File: config.mk
export PLATFORM = sky130hd
export DESIGN_NAME = hazard_unit
export DESIGN_NICKNAME = d
export VERILOG_FILES = /design/src/rtl/hazard_unit_pkg.sv /design/src/rtl/hazard_unit_sat_counter.sv /design/src/rtl/hazard_unit.sv
export SDC_FILE = /design/constraint.sdc
export NUM_CORES = 1
export LEC_CHECK = 0
export ABC_AREA = 0
export CORE_MARGIN = 3
export CORE_UTILIZATION = 47
export CTS_BUF_LIST = sky130_fd_sc_hd__clkbuf_16
export CTS_CLUSTER_DIAMETER = 200
export CTS_CLUSTER_SIZE = 25
export DETAILED_ROUTE_END_ITERATION = 16
export PLACE_DENSITY = 0.8
export SYNTH_ARGS = -nofsm -noshare
export SYNTH_HDL_FRONTEND = slang
export SYNTH_SLANG_ARGS = --single-unit
File: constraint.sdc
create_clock -name clk -period 2.1 [get_ports clk]
set_input_delay 0.42 -clock clk [delete_from_list [all_inputs] [get_ports clk]]
set_output_delay 0.42 -clock clk [all_outputs]
set_load 0.05 [all_outputs]
File: src/rtl/hazard_unit_pkg.sv
// Shared types and constants for the pipeline hazard controller.
package hazard_unit_pkg;

    typedef enum logic [0:0] {
        IDLE     = 1'b0,
        VEC_BUSY = 1'b1
    } hazard_state_t;

    localparam logic [4:0] REG_ZERO            = 5'd0;
    localparam int         VEC_LATENCY_DEFAULT = 4;

    // x0 is hard-wired to zero, so a write to it never creates a dependency.
    function automatic logic reg_depends(input logic [4:0] rd, input logic [4:0] rs);
        return (rd != REG_ZERO) && (rd == rs);
    endfunction

endpackage

File: src/rtl/hazard_unit_sat_counter.sv
// Saturating up-counter for performance monitoring; holds at all-ones.
module sat_counter #(
    parameter int WIDTH = 32
) (
    input  logic             clk,
    input  logic             rst_n,
    input  logic             inc_i,
    output logic [WIDTH-1:0] count_o
);

    logic [WIDTH-1:0] count_q;
    logic [WIDTH-1:0] count_d;

    // Next count: increment unless already saturated.
    always_comb begin
        count_d = count_q;
        if (inc_i && (count_q != {WIDTH{1'b1}})) begin
            count_d = count_q + {{(WIDTH-1){1'b0}}, 1'b1};
        end else begin
            count_d = count_q;
        end
    end

    // Counter register.
    always_ff @(posedge clk or negedge rst_n) begin
        if (!rst_n) begin
            count_q <= '0;
        end else begin
            count_q <= count_d;
        end
    end

    assign count_o = count_q;

endmodule

File: src/rtl/hazard_unit.sv
// Hazard controller between decode and execute: load-use, vector-occupancy
// and taken-branch handling, plus a stall-cycle performance counter.
module hazard_unit
    import hazard_unit_pkg::*;
#(
    parameter int VEC_LATENCY = VEC_LATENCY_DEFAULT,
    parameter int CNT_WIDTH   = 32
) (
    input  logic                 clk,
    input  logic                 rst_n,
    input  logic [4:0]           rs1_decode,
    input  logic [4:0]           rs2_decode,
    input  logic                 uses_rs2_decode,
    input  logic [4:0]           rd_execute,
    input  logic                 mem_read_execute,
    input  logic                 wre_execute,
    input  logic                 wre_vector_execute,
    input  logic                 vector_start_execute,
    input  logic                 branch_taken_execute,
    output logic                 stall_fetch,
    output logic                 stall_decode,
    output logic                 stall_execute,
    output logic                 flush_decode,
    output logic                 flush_execute,
    output logic                 bubble_memory,
    output logic                 vector_busy,
    output logic [CNT_WIDTH-1:0] stall_count
);

    localparam logic [3:0] VEC_LOAD = 4'(VEC_LATENCY - 1);

    hazard_state_t state_q;
    logic [3:0]    vec_cnt_q;
    logic          vec_busy_s;
    logic          load_use_s;

    // Vector occupancy FSM; the start cycle counts as the first busy cycle.
    always_ff @(posedge clk or negedge rst_n) begin
        if (!rst_n) begin
            state_q   <= IDLE;
            vec_cnt_q <= 4'd0;
        end else begin
            case (state_q)
                IDLE: begin
                    if (vector_start_execute) begin
                        state_q   <= VEC_BUSY;
                        vec_cnt_q <= VEC_LOAD;
                    end else begin
                        state_q   <= IDLE;
                        vec_cnt_q <= vec_cnt_q;
                    end
                end
                VEC_BUSY: begin
                    vec_cnt_q <= vec_cnt_q - 4'd1;
                    if (vec_cnt_q == 4'd1) begin
                        state_q <= IDLE;
                    end else begin
                        state_q <= VEC_BUSY;
                    end
                end
                default: begin
                    state_q   <= IDLE;
                    vec_cnt_q <= 4'd0;
                end
            endcase
        end
    end

    assign vec_busy_s = (state_q == VEC_BUSY) || ((state_q == IDLE) && vector_start_execute);

    assign load_use_s = mem_read_execute && (wre_execute || wre_vector_execute) &&
                        (reg_depends(rd_execute, rs1_decode) ||
                         (uses_rs2_decode && reg_depends(rd_execute, rs2_decode)));

    // Prioritised stall/flush decode; forced low while reset is held.
    always_comb begin
        stall_fetch   = 1'b0;
        stall_decode  = 1'b0;
        stall_execute = 1'b0;
        flush_decode  = 1'b0;
        flush_execute = 1'b0;
        bubble_memory = 1'b0;
        vector_busy   = 1'b0;
        if (!rst_n) begin
            stall_fetch = 1'b0;
        end else if (vec_busy_s) begin
            stall_fetch   = 1'b1;
            stall_decode  = 1'b1;
            stall_execute = 1'b1;
            bubble_memory = 1'b1;
            vector_busy   = 1'b1;
        end else if (branch_taken_execute) begin
            flush_decode  = 1'b1;
            flush_execute = 1'b1;
        end else if (load_use_s) begin
            stall_fetch   = 1'b1;
            stall_decode  = 1'b1;
            flush_execute = 1'b1;
        end else begin
            stall_fetch = 1'b0;
        end
    end

    sat_counter #(
        .WIDTH (CNT_WIDTH)
    ) u_stall_cnt (
        .clk     (clk),
        .rst_n   (rst_n),
        .inc_i   (stall_fetch),
        .count_o (stall_count)
    );

endmodule

# Yosys cells after proc, flatten, opt, wreduce, memory -nomap -nowiden
# Cells that the tools add are included.
[classes] mux=17 eq_ne=5 n_addsub=2 reduce_logical=11 n_bitwise=1
[ops] operator="$add 32x1->32 const B" count=1
[ops] operator="$ne 32x32->1 const B" count=1
[ops] operator="$mux 1" count=14
[ops] operator="$eq 5x5->1" count=2
[ops] operator="$pmux 4 s2" count=1
[ops] operator="$logic_and 1x1->1" count=7
[ops] operator="$reduce_bool 5->1" count=1
[ops] operator="$eq 4x1->1 const B" count=1
[ops] operator="$mux 4" count=1
[ops] operator="$sub 4x1->4 const B" count=1
[ops] operator="$logic_or 1x1->1" count=3
[ops] operator="$ne 2x2->1 const B" count=1
[ops] operator="$pmux 1 s2" count=1
[ops] operator="$not 1->1" count=1
[word_totals] output_inout_bits=39 regBits=37 wordCells=39

# Depth between registers and ports, before layout
# Gate-level depths: netlist of the first run.
[logic_depth] ltp_word=10 mapped_depth=8 mapped_depth_nobuf=7

# Hierarchy
# From an unflattened synthesis of the first run, not the netlist that was laid out.
[unflattened] cells_unflattened=202 hier_area_um2=2059.5
[by_module_without_submodules] mod="sat_counter" n_inst=1 cells_per_inst=151 area_per_inst_um2=1624.1 seq_area_each_um2=800.8
[by_module_without_submodules] mod="hazard_unit" n_inst=1 cells_per_inst=51 area_per_inst_um2=435.4 seq_area_each_um2=125.1

# Worst setup path before layout of the first run
# OpenSTA, ideal clock, no wires.
[synth_path] path_type="in2out" start="in rd_execute[2]" end="out stall_fetch" required_ns=1.680 arrival_ns=2.071 path_buffers=1 setup_slack_ns=-0.391 cell_stages=5 path_cell_list="xor2_1 > nor4_4 > a22oi_1 > o31ai_4 > buf_4"
[synth_between] elab_chain_len=9 elab_cells_between_ends=12 cone_classes="eq/ne (2); mux (4); reduce/logical (6)"
[synth_rtl] item="from (decl)" line="hazard_unit.sv:14" rtl="input logic [4:0] rd_execute,"
[synth_rtl] item="$eq 5x5->1 / $reduce_bool 5->1 (equally long branches)" line="hazard_unit_pkg.sv:14" rtl="return (rd != REG_ZERO) && (rd == rs);"
[synth_rtl] item="$logic_and 1x1->1" line="hazard_unit_pkg.sv:14"
[synth_rtl] item="$logic_and 1x1->1" line="hazard_unit.sv:73" rtl="(uses_rs2_decode && reg_depends(rd_execute, rs2_decode)));"
[synth_rtl] item="$logic_or 1x1->1 (*)" line="hazard_unit.sv:72" rtl="(reg_depends(rd_execute, rs1_decode) ||"
[synth_rtl] item="$logic_and 1x1->1 (*)" line="hazard_unit.sv:71" rtl="assign load_use_s = mem_read_execute && (wre_execute || wre_vector_execute) &&"
[synth_rtl] item="$mux 1 (*) (4 in a row)"
[synth_rtl] item="to (decl)" line="hazard_unit.sv:20" rtl="output logic stall_fetch,"
# Mark *: on every way between the ends. The rest lies on a longest branch, timed or not.

# Worst setup path after layout of the first run
[layout_path] start="in rs2_decode[1]" end="out stall_fetch"
[layout_between] elab_chain_len=9
[layout_rtl] item="from (decl)" line="hazard_unit.sv:12" rtl="input logic [4:0] rs2_decode,"
[layout_rtl] item="$eq 5x5->1" line="hazard_unit_pkg.sv:14"
[layout_rtl] item="$logic_and 1x1->1" line="hazard_unit_pkg.sv:14"
[layout_rtl] item="$logic_and 1x1->1" line="hazard_unit.sv:73"
[layout_rtl] item="$logic_or 1x1->1" line="hazard_unit.sv:72"
[layout_rtl] item="$logic_and 1x1->1" line="hazard_unit.sv:71"
[layout_rtl] item="$mux 1" line="hazard_unit.sv:95" rtl="end else if (load_use_s) begin"
[layout_rtl] item="$mux 1" line="hazard_unit.sv:92" rtl="end else if (branch_taken_execute) begin"
[layout_rtl] item="$mux 1" line="hazard_unit.sv:86" rtl="end else if (vec_busy_s) begin"
[layout_rtl] item="$mux 1" line="hazard_unit.sv:84" rtl="if (!rst_n) begin"
# Every way passes these cells.

==> summary.txt, run 1 <==
Setup path
  • Critical Path Start Type: primary input
  • Destination of the worst register-to-register timing path: u_stall_cnt.count_o[29]
  • Worst reg2reg setup slack: around 0.080 ns
  • Critical path arrival: ~1.9 ns
  • Reg2reg start: u_stall_cnt.count_o[24]
  • Setup CP Type: in -> out
  • Worst-case reg-to-reg path depth: 6
  • Max Fanout on Critical Path: 3
  • Crit end category: output pin
  • WP data required: around 1.7 ns

Timing
  • Final hold vios: 0
  • Final Setup Violations: 4
  • Hold WS: between 0.07 and 0.08 ns
  • Relative slew slack: between 50% and 60%
  • Setup TNS: -0.629 ns
  • Fin crit share: 110%
  • Final setup margin: -0.204 ns
  • Slew @ Worst Pin: slightly above 0.6 ns
  • Setup Skew: roughly 0.0088 ns
  • Fmax: approximately 430 MHz
  • RSZ-0062 raised after global routing: yes
  • Slew Viols, Final: 0
  • Period minus WS final: roughly 2.3 ns

Global routing
  • Total gr overflow: 0
  • Vias in the first global route: ~2,100
  • Largest net degree at the start of global routing: 38
  • GRT Total Usage: between 20% and 30%
  • First-pass GRT wire length: between 10 and 15 mm
  • Initial antenna violation count: 0

Final layout
  • Share of layout cells above drive strength 1: around two fifths
  • Area delta synth->final: 74.0%
  • Cell area after layout: about 3500 µm²
  • Final net count: roughly 340
  • Inserted Diodes: 0

Clock tree
  • Worst-Skew Late Latency: 0.29 ns
  • CTS Buffer Depth: 2
  • CTS Hold Bufs: 0
  • # H-tree levels: 2
  • Root Buffer: clkbuf_16
  • CTS tree: yes
  • TritonCTS sink count: 37
  • Clk pin slew, worst setup/hold paths: ~0.06 ns
  • CTS buffer count: 5

Synth
  • Ys Warns: 0
  • Synth Instances: 188
  • Post-synth top area share: 46.1%
  • Ys async rst share: 100%
  • Ranking of synthesized cells by area: dfrtp_1 46%, xnor2_1 14%, xor2_1 4.4%
  • Synthesized area per cell: around 11 µm²
  • Leading area contributor after synthesis: dfrtp_1
  • Synth cell types: 36
  • Ys flop type: dfrtp_1
  • Sequential share of the synthesized area: about 46%
  • Commonest cells in the synthesized netlist: 37 x dfrtp_1, 31 x xnor2_1, 16 x nand3_1
  • Post-synth EDFFs: 0
  • Synth Net Count: between 200 and 250
  • Yosys reg bits: 37
  • Synthesized area: 2010 µm²
  • Count leader, synth: dfrtp_1

Floorplanning
  • Die area: roughly 5100 µm²
  • Initial core utilization: 49.5%
  • Die height: a little over 70 µm
  • I/O pins: 62
  • Core area: just over 4000 µm²
  • Die width: 71.4 µm
  • Row count: 23

Power and ir drop
  • Sw Share: roughly a third
  • Comb pwr share: about two fifths
  • Sequential group share of total power: 29.1%
  • Sw Pwr: roughly 1000 µW
  • Leak: roughly 0.0015 µW
  • Clock share of power: between 30% and 40%
  • Worst IR Drop VDD: roughly 0.94 mV
  • Int Power: roughly 2000 µW
  • Pwr/cell area: 868 nW/µm²

Placed design
  • Pre-CTS WS: -0.809 ns
  • Placed inst area: 3140 µm²
  • Buffers added on ports: 61
  • Post-DP HPWL: between 3 and 4 mm
  • Placer Congestion: 0.801

Detailed routing
  • Final ANT Viol Nets: 0
  • Met2 WL: 3.72 mm
  • Initial DRC count: between 150 and 200
  • Pre-antenna DRT Iters: 4
  • Via count: between 2,000 and 2,500
  • WL/cell: between 15 and 20 µm
  • Met1 WL: 2.71 mm
  • DR vias/cell: ~5.7
  • Routed length on met3: about 380 µm
  • Uppermost layer routed: met4
  • WL final: about 7.1 mm
  • Post-route DRC: 0

Outcome
  • Status: finished, violations left
  • Failing checks: negative setup slack

Worst hold path
  • Worst min path class: in -> async

Job
  • Maxcap violations: 0
[layout by cell type, fill, tap and decap left out, types with 4 or more instances in the layout]
cell type	Yosys	layout
and3_1	11	11
clkdlybuf4s50_1	0	37
clkdlybuf4s15_1	0	5
buf_4	3	57
nand3_1	16	16
xor2_2	0	4
dfrtp_2	0	11
buf_6	3	5
xnor2_1	31	31
xor2_1	10	4
and4_1	4	4
clkbuf_16	0	5
dfrtp_1	37	26
a21oi_1	4	4
buf_12	0	9
nor2_1	9	7
nand2_1	12	12
nand4_1	13	13
[layer usage]
| metal | global-route usage (%) | vias to the layer above |
|---|---|---|
| li1 | - | 916 |
| met1 | 31.0 | 1034 |
| met2 | 43.9 | 93 |
| met3 | 5.61 | 25 |
| met4 | 12.5 | 0 |
| met5 | 0 | - |
[cell type report]
cell class	instances	area, µm²
clock inverter	3	65.1
clock buffer	5	125
sequential	37	940
tap	50	62.6
multi-input combinational	142	1140
timing repair buffer	121	1150
fill	210	561
inverter	4	15.0
[logic make-up after synthesis]
family	synth area share [%]
flip-flops	46.1
multiplexers	0.560
buffers and inverters	3.80
AND/OR/NAND/NOR	23.9
XOR/XNOR	17.9
AO/OA/AOI/OAI	5.92
adder cells (fa/ha/maj)	1.87
[how the worst max path moves through the flow]
stage / start / slack, ns / cells after the start / endpoint
2_1_floorplan: rd_execute[0] / -0.27 / 5 / stall_fetch
4_1_cts: rd_execute[1] / -0.15 / 6 / flush_execute
6_report: rs2_decode[1] / -0.20 / 8 / stall_fetch
3_3_place_gp: rd_execute[0] / -0.77 / 6 / u_stall_cnt.count_o[1]
3_5_place_dp: rd_execute[0] / -0.81 / 6 / u_stall_cnt.count_o[1]
5_1_grt: rd_execute[1] / -0.25 / 9 / stall_fetch
[stage by stage]
step	util [%]	cells	power [µW]
6_report	86.2	362	3030
5_1_grt	86.2	362	3160
4_1_cts	83.9	358	2960
3_5_place_dp	77.4	347	1960
3_3_place_gp	77.4	347	1930
2_1_floorplan	-	188	1520
[sequential cells by signal, indices dropped and copies added (netlist names)]
name                 cells
vec_cnt_q                4
state_q                  1
u_stall_cnt.count_o     32
[timing repair]
item                                    CTS  global route
gates resized for setup                  62            16
cloned                                    1             1
setup buffers                             2             3
hold endpoints to repair                  0             0
endpoints found under the setup margin   35            22
pin swaps                                16            13
[critical path, cell delays in order]
cell and delay (ns):
clkdlybuf4s15_1 0.24, xor2_2 0.19, nor4_4 0.18, buf_4 0.16
a22oi_2 0.08, o31ai_4 0.30, buf_6 0.17, buf_12 0.13
[power groups by stage]
stage	Sequential (µW)	Combinational, µW	Clock [µW]
2_1_floorplan	1090	424	0
3_3_place_gp	885	1050	0
3_5_place_dp	888	1070	0
4_1_cts	877	1110	971
5_1_grt	893	1250	1020
6_report	884	1170	977
Note: power is estimated with default switching activity, not from simulation.
==> run 2: changes to the inputs <==
--- a/config.mk
+++ b/config.mk
@@ -7,12 +7,14 @@
 export LEC_CHECK = 0
 export ABC_AREA = 0
 export CORE_MARGIN = 3
-export CORE_UTILIZATION = 47
+export CORE_UTILIZATION = 62
 export CTS_BUF_LIST = sky130_fd_sc_hd__clkbuf_16
 export CTS_CLUSTER_DIAMETER = 200
 export CTS_CLUSTER_SIZE = 25
 export DETAILED_ROUTE_END_ITERATION = 16
-export PLACE_DENSITY = 0.8
+export DONT_BUFFER_PORTS = 1
+export GPL_TIMING_DRIVEN = 0
+export PLACE_DENSITY = 0.78
 export SYNTH_ARGS = -nofsm -noshare
 export SYNTH_HDL_FRONTEND = slang
 export SYNTH_SLANG_ARGS = --single-unit
==> summary.txt, run 2 (synthesis results as in run 1) <==
Outcome
  • Status: finished, violations left
  • Failing checks: negative setup slack

Setup path
  • Crit end category: output pin
  • Setup CP Type: in -> out
  • Reg2reg start: u_stall_cnt.count_o[18]
  • Critical path arrival: 1.96 ns
  • Critical path launch point: rs2_decode[2]
  • Max Fanout on Critical Path: 5
  • Critical Path Start Type: primary input
  • WP data required: between 1.5 and 2 ns

Clock tree
  • Worst-Skew Late Latency: between 0.2 and 0.3 ns
  • CTS Buffer Depth: 2
  • Clk pin slew, worst setup/hold paths: 0.06 ns
  • Root Buffer: clkbuf_16
  • TritonCTS sink count: 37
  • # H-tree levels: 2
  • CTS tree: yes
  • CTS buffer count: 5

Floorplanning
  • Core area: 3080 µm²
  • Initial core utilization: 65.3%
  • Die area: approximately 4000 µm²
  • Die height: roughly 63 µm
  • Die width: ~63 µm
  • I/O pins: 62
  • Row count: 20

Power and ir drop
  • Sequential group share of total power: between 40% and 50%
  • Clock share of power: 32.7%
  • Pwr/cell area: 1000 nW/µm²
  • Sw Share: 36.3%
  • Worst IR Drop VDD: approximately 0.8 mV
  • Comb pwr share: 23.2%
  • Sw Pwr: 921 µW
  • Int Power: around 1600 µW
  • Leak: 0.00101 µW

Timing
  • Final Setup Violations: 22
  • Relative slew slack: 47.0%
  • Slew Viols, Final: 0
  • Setup TNS: -1.02 ns
  • Hold WS: 0.304 ns
  • Final setup margin: -0.282 ns
  • Fmax: between 400 and 500 MHz
  • Period minus WS final: ~2.4 ns
  • RSZ-0062 raised after global routing: yes
  • Setup Skew: about 0.0039 ns
  • Slew @ Worst Pin: approximately 0.80 ns
  • Final hold vios: 0
  • Fin crit share: 113%

Final layout
  • Most common cell after layout, fill and taps aside: xnor2_1
  • Final net count: about 230
  • Finished Core Util: between 80 and 90%
  • Most frequent cells in the layout: 31 x xnor2_1, 24 x dfrtp_2, 13 x nand4_1, 13 x nand3_1, 13 x buf_4
  • Inserted Diodes: 0
  • Area of the multi-input gates: around 1200 µm²
  • Reg area: between 900 and 1000 µm²
  • Area delta synth->final: 26.4%
  • Share of layout cells above drive strength 1: between 40% and 50%
  • Largest register FFs: 32
  • Fill cells: around 190

Detailed routing
  • WL final: around 4.8 mm
  • Via count: 1,561
  • Final ANT Viol Nets: 0
  • Post-route DRC: 0
  • Initial DRC count: slightly below 90
  • Pre-antenna DRT Iters: 4
  • WL/cell: between 15 and 20 µm
  • DR vias/cell: 6.17

Global routing
  • First-pass GRT wire length: ~8 mm
  • Vias in the first global route: approximately 1,700
  • Initial antenna violation count: 0
  • GRT Total Usage: around 25%
  • Total gr overflow: 0
  • Largest net degree at the start of global routing: 38

Placed design
  • Placer Congestion: 0.796
  • Post-DP HPWL: between 2 and 3 mm
  • Buffers added on ports: 0
  • Pre-CTS WS: -0.428 ns

Worst hold path
  • Min-delay src: vector_start_execute
  • Worst min path class: in -> reg

Job
  • Maxcap violations: 0
-- run 2: cell count changes in the layout (fill, tap and decap cells not counted), moves of 5 or more --
| cell | delta |
|---|---|
| buf_12 | -8 |
| dfrtp_2 | +13 |
| buf_4 | -44 |
| clkdlybuf4s50_1 | -37 |
| dfrtp_1 | -14 |
| clkdlybuf4s15_1 | -5 |
-- run 2: worst paths after layout --
check,end,slack (ns),cells after the start
worst max-delay path,stall_fetch,-0.28,5
worst min-delay path,vec_cnt_q[0],0.30,2
worst max register to register,u_stall_cnt.count_o[1],-0.08,6
worst min register to register,vec_cnt_q[3],0.53,2
max in group asynchronous,u_stall_cnt.count_o[27],1.29,2
min in group asynchronous,state_q,0.60,2
-- run 2: timing repair --
item / 4_1_cts / 5_1_grt
endpoints found under the hold margin: 37 / 0
hold buffers: 2 / 0
buffers inserted: 5 / 10
gates cloned: 2 / 1
gates resized for setup: 28 / 18
setup endpoints to repair: 37 / 34
pin swaps: 9 / 12
-- run 2: metrics by stage --
stage,cell area (µm²),power (µW),cells
2_1_floorplan,2060,1520,188
3_3_place_gp,2110,1590,232
3_5_place_dp,2110,1630,232
4_1_cts,2430,2540,248
5_1_grt,2540,2670,253
6_report,2540,2540,253
-- run 2: power by group through the flow --
stage	clock (µW)	sequential, µW	combinational [µW]
2_1_floorplan	0	1090	424
3_3_place_gp	0	1110	475
3_5_place_dp	0	1120	507
4_1_cts	844	1120	574
5_1_grt	878	1140	655
6_report	831	1120	589
-- run 2: area by class of cell --
| type | instances | share of cell area (%) |
|---|---|---|
| buffer | 6 | 2.36 |
| multi-input combinational | 141 | 46.1 |
| tap | 44 | 2.17 |
| clock inverter | 3 | 1.63 |
| inverter | 4 | 0.591 |
| clock buffer | 5 | 4.93 |
| timing repair buffer | 13 | 4.43 |
| sequential | 37 | 37.8 |
-- run 2: metal layers --
layer  vias up  global-route usage [%]  part of all wire [%]
met5         -                       0                     0
li1        712                       -                     -
met1       781                    28.6                    39
met3        10                    9.17                   6.9
met4         0                    7.99                   1.5
met2        58                    44.4                    52
-- run 2: critical path, stage by stage --
cell and delay [ns]:
xor2_4 0.17, nor4_4 0.32, a22oi_2 0.12, o31ai_4 0.67, buf_6 0.25
